$ cat config.mk
export PLATFORM = sky130hd
export DESIGN_NAME = npc_ctrl
export DESIGN_NICKNAME = d
export VERILOG_FILES = /design/src/rtl/npc_ctrl.sv
export SDC_FILE = /design/constraint.sdc
export NUM_CORES = 1
export LEC_CHECK = 0
export ABC_AREA = 1
export CORE_UTILIZATION = 28
export CTS_CLUSTER_DIAMETER = 30
export DETAILED_ROUTE_END_ITERATION = 7
export HOLD_SLACK_MARGIN = 0.05
export PLACE_DENSITY_LB_ADDON = 0.1
export SETUP_SLACK_MARGIN = 0.2
export SYNTH_ARGS = -nofsm -noshare
export SYNTH_HDL_FRONTEND = slang
export SYNTH_SLANG_ARGS = --single-unit
$ cat constraint.sdc
create_clock -name clk -period 1.35 [get_ports clk]
set_clock_uncertainty 0.2 [all_clocks]
set_input_delay 0.135 -clock clk [delete_from_list [all_inputs] [get_ports clk]]
set_output_delay 0.135 -clock clk [all_outputs]
set_load 0.1 [all_outputs]
$ cat src/rtl/npc_ctrl.sv
// Multi-cycle fetch/decode/execute/memory/writeback sequencer for the NPC core.
// Optional perf counters are built only when YSYX_23060251_PERF_EN is defined.
module npc_ctrl (
  input  logic        clk,
  input  logic        rst,
  input  logic [11:0] opinfo_i,
  input  logic [1:0]  sys_i,
  output logic        imem_req_valid_o,
  input  logic        imem_req_ready_i,
  input  logic        imem_resp_valid_i,
  output logic        dmem_req_valid_o,
  output logic        dmem_req_we_o,
  input  logic        dmem_req_ready_i,
  input  logic        dmem_resp_valid_i,
  output logic        ir_we_o,
  output logic        reg_we_o,
  output logic        pc_we_o,
  output logic        halt_o,
  output logic        halt_code_o,
  output logic [63:0] cycle_cnt_o,
  output logic [63:0] instret_o
);

  typedef enum logic [3:0] {
    StIdle, StFetch, StIwait, StDecode, StExec, StMreq, StMwait, StWb, StHalt
  } state_e;

  state_e      state_q, state_d;
  logic [11:0] op_q, op_d;
  logic [1:0]  sys_q, sys_d;
  logic        halt_code_q, halt_code_d;
  logic        op_onehot;

  assign op_onehot = (opinfo_i != 12'h000) && ((opinfo_i & (opinfo_i - 12'd1)) == 12'h000);

  always_comb begin
    state_d     = state_q;
    op_d        = op_q;
    sys_d       = sys_q;
    halt_code_d = halt_code_q;
    unique case (state_q)
      StIdle:   state_d = StFetch;
      StFetch:  if (imem_req_ready_i) state_d = StIwait;
      StIwait:  if (imem_resp_valid_i) state_d = StDecode;
      StDecode: begin
        op_d  = opinfo_i;
        sys_d = sys_i;
        if (!op_onehot) begin
          state_d     = StHalt;
          halt_code_d = 1'b1;
        end else if (opinfo_i[11] && sys_i[1]) begin
          state_d     = StHalt;
          halt_code_d = 1'b0;
        end else begin
          state_d = StExec;
        end
      end
      StExec:   state_d = (op_q[7] || op_q[8]) ? StMreq : StWb;
      StMreq:   if (dmem_req_ready_i) state_d = StMwait;
      StMwait:  if (dmem_resp_valid_i) state_d = StWb;
      StWb:     state_d = StFetch;
      StHalt:   state_d = StHalt;
      default:  state_d = StIdle;
    endcase
  end

  always_ff @(posedge clk) begin
    if (rst) begin
      state_q     <= StIdle;
      op_q        <= 12'h000;
      sys_q       <= 2'b00;
      halt_code_q <= 1'b0;
    end else begin
      state_q     <= state_d;
      op_q        <= op_d;
      sys_q       <= sys_d;
      halt_code_q <= halt_code_d;
    end
  end

  // Only a few latched class bits steer later states; the rest are kept for visibility.
  logic unused_latched;
  assign unused_latched = ^{op_q, sys_q};

  always_comb begin
    imem_req_valid_o = (state_q == StFetch);
    ir_we_o          = (state_q == StIwait) && imem_resp_valid_i;
    dmem_req_valid_o = (state_q == StMreq);
    dmem_req_we_o    = (state_q == StMreq) && op_q[8];
    pc_we_o          = (state_q == StWb);
    reg_we_o         = (state_q == StWb) && !(op_q[8] || op_q[4] || op_q[11]);
    halt_o           = (state_q == StHalt);
    halt_code_o      = halt_code_q;
  end

`ifdef YSYX_23060251_PERF_EN
  logic [63:0] cycle_q, instret_q;

  always_ff @(posedge clk) begin
    if (rst) begin
      cycle_q   <= 64'h0;
      instret_q <= 64'h0;
    end else begin
      cycle_q <= cycle_q + 64'd1;
      if (state_q == StWb) instret_q <= instret_q + 64'd1;
    end
  end

  assign cycle_cnt_o = cycle_q;
  assign instret_o   = instret_q;
`else
  assign cycle_cnt_o = 64'h0;
  assign instret_o   = 64'h0;
`endif

endmodule

==> results of run 1 <==
-- path summary, 6_finish.rpt --
| path | endpoint | depth (start not counted) | slack (ps) |
|---|---|---|---|
| worst max-delay path | imem_req_valid_o | 6 | -230 |
| worst min-delay path | op_q[4] | 4 | 140 |
| worst max register to register | op_q[11] | 8 | -150 |
| worst min register to register | halt_code_o | 2 | 280 |
-- worst register-to-register path: cells and delay by family, from the launching register on --
| kind | cells | cell delay [ps] |
|---|---|---|
| AND/OR/NAND/NOR | 3 | 260 |
| flip-flops | 1 | 380 |
| buffers and inverters | 4 | 480 |
| AO/OA/AOI/OAI | 1 | 120 |
-- stage by stage --
stage                     total power (uW)  TNS (ps)  cells
after floorplan                       2870     -2970    376
after global placement                3000     -2270    361
after detailed placement              3000     -2170    361
after CTS                             3500     -1660    374
after global routing                  3770     -3410    378
final                                 3610     -2280    378
-- layout make-up --
type,instances,share of cell area [%]
clock buffer,4,2.13
inverter,19,3.96
multi-input combinational,219,52.9
sequential,9,9.04
tap,72,4.26
timing repair buffer,55,27.7
-- per-layer routing --
metal / global-route usage, % / up-vias / routed length [um]
met1: 9.35 / 542 / 969
met5: 0 / - / 0
met4: 4.36 / 0 / 37
li1: - / 629 / -
met3: 1.37 / 2 / 237
met2: 15.9 / 77 / 1660
-- kinds of logic (layout without fill, tap and decap cells) --
group	count (synthesis)	count (layout)	synth area share, %
AOI/OAI and AO/OA	17	17	6.41
buffers and inverters	148	78	61.7
and+or+nand+nor	74	74	20.9
other	1	128	0.223
DFF	9	9	10.7
-- sequential cells by signal, summed over array words and instances, names as in the netlist --
| signal | cells |
|---|---|
| state_q | 4 |
| op_q | 4 |
| halt_code_o | 1 |
-- what timing repair did --
| item | 4_1_cts | 5_1_grt |
|---|---|---|
| pin swaps | 34 | 14 |
| gates resized for setup | 64 | 21 |
| buffers inserted | 9 | 4 |
| setup endpoints to repair | 16 | 16 |
-- cells in the final DEF (no fill, tap or decap), types with 2 or more instances in the layout --
cell type	n
dfxtp_2	3
nand2_2	8
a21oi_1	4
clkdlybuf4s50_1	6
buf_6	11
a21oi_2	3
nor2_2	7
buf_4	19
nand3_1	5
inv_1	10
dfxtp_4	2
buf_12	9
clkdlybuf4s15_1	2
inv_2	6
dlygate4sd2_1	2
clkbuf_8	3
a211oi_2	2
clkinvlp_4	2
conb_1	128
nand2_4	4
nor2_1	9
nand3_2	2
o21bai_1	2
nand2_1	24
dfxtp_1	4
nor2_4	12
buf_2	4
clkdlybuf4s15_2	2
-- power by group through the flow --
| stage | Sequential (uW) | Clock, uW | Combinational (uW) |
|---|---|---|---|
| 6_report | 441 | 307 | 2860 |
| 5_1_grt | 450 | 344 | 2970 |
| 4_1_cts | 441 | 316 | 2740 |
| 3_5_place_dp | 416 | 0 | 2580 |
| 3_3_place_gp | 417 | 0 | 2590 |
| 2_1_floorplan | 448 | 0 | 2420 |
==> metrics.yaml, run 1 <==
required_ps: 1010
synth.cell_area_um2: 1680
path_cells: "nor2_2 -> buf_4 -> nand2_2 -> buf_6 -> clkinvlp_4 -> buf_12"
root_buffer: "clkbuf_8"
start_util_pct: 29.7
grt_pass1_vias: 958
p_comb_share_pct: 79.3
area_delta_synth_final_pct: 26.2
setup_ws_ps: -225
vias_per_cell: 3.31
synth_top_area_cell: "buf_4"
grt_pass1_wl_um: 4220
num-fill-cells: 612
p_sw_uw: 2460
antenna_found_initial: 0
seqCellArea_um2: 191
slew_violations: 0
utilization_pct: 37.5
grt_max_degree: 10
multiInputGateArea_um2: 1120
drc_errors: 0
gp_congestion: 0.776
post-place-ws_ps: -566
fin_nets: 327
startpoint: "state_q[3]"
coreArea_um2: 5640
cts.sinks: 9
hold_viol: 0
clk_latency_ps: 230
outcome: "finished, violations left"
holdWs_ps: 143
violations: "negative setup slack"
grt.total_usage_pct: 8.58
p_clk_share_pct: 8.5
antenna_cells: 0
cts_tree: "built"
vias: 1250
synth-main-ff-cell: "dfxtp_1"
crit_type: "reg -> out"
yosysMostFrequentCell: "buf_4"
synthCells: 249
chipWidth_um: 79.4
swShare_pct: 68.1
cp_data_arrival_time_ps: 1240
r2r_start: "state_q[1]"
finalCritPeriodShare_pct: 117
ys_ff_latch: 9
synth_common_cells: "buf_4, nand2_1, nor2_1, inv_1, dfxtp_1"
clk_pin_slew_ps: 50
port_buffers: 26
fmax_mhz: 635
powerDensity_nw_per_um2: 1700
die_h_um: 79.4
setup_viol: 16
place_hpwl_um: 2420
routed_wl_um: 2900
crit_slowest_cell: "dfxtp_2"
overflow: 0
path_buf_inv: 4
yosys-top-cells-area: "buf_4, dfxtp_1, nand2_1, nor2_1, inv_1"
worstPathMaxFanout: 3
synth-edff-count: 0
drive_above_1_share_pct: 34.3
ios: 156
hold_path.class: "in -> reg"
postRouteAntennaNets: 0
ctsHoldBuffers: 0
fp-row-count: 27
p_leak_uw: 0.00106
routedWlPerCell_um: 7.67
drt_iter0_drc: 32
slowest_delay_ps: 330
async_reset_ff_share_pct: 0
cts_buffers: 3
period_minus_slack_ps: 1580
ir_drop_mv: 1.06
cp_top_family: "buffers and inverters"
start_kind: "flop"
rsz0062_at_grt: "yes"
drv_cap: 0
synth.distinct_cells: 23
ys_seq_area_share_pct: 10.7
placed_area_um2: 1810
cp-end-kind: "output port"
p_int_uw: 1150
min_from: "opinfo_i[4]"
drt_pass1_iterations: 4
syn_avg_cell_area_um2: 6.74
yosys_warnings: 0
htreeDepth: 1
die-area_um2: 6310
final_area_um2: 2120
p_seq_share_pct: 12.2
synth_top_area_share_pct: 57.3
clock_path_buffers: 2
No activity file was read; power rests on OpenSTA's default activity.
==> run 2, diff against run 1 <==
- SLEW_MARGIN: not set -> 20
==> results of run 2 <==
No change in the layout: final DEF, timing and power equal those of run 1.
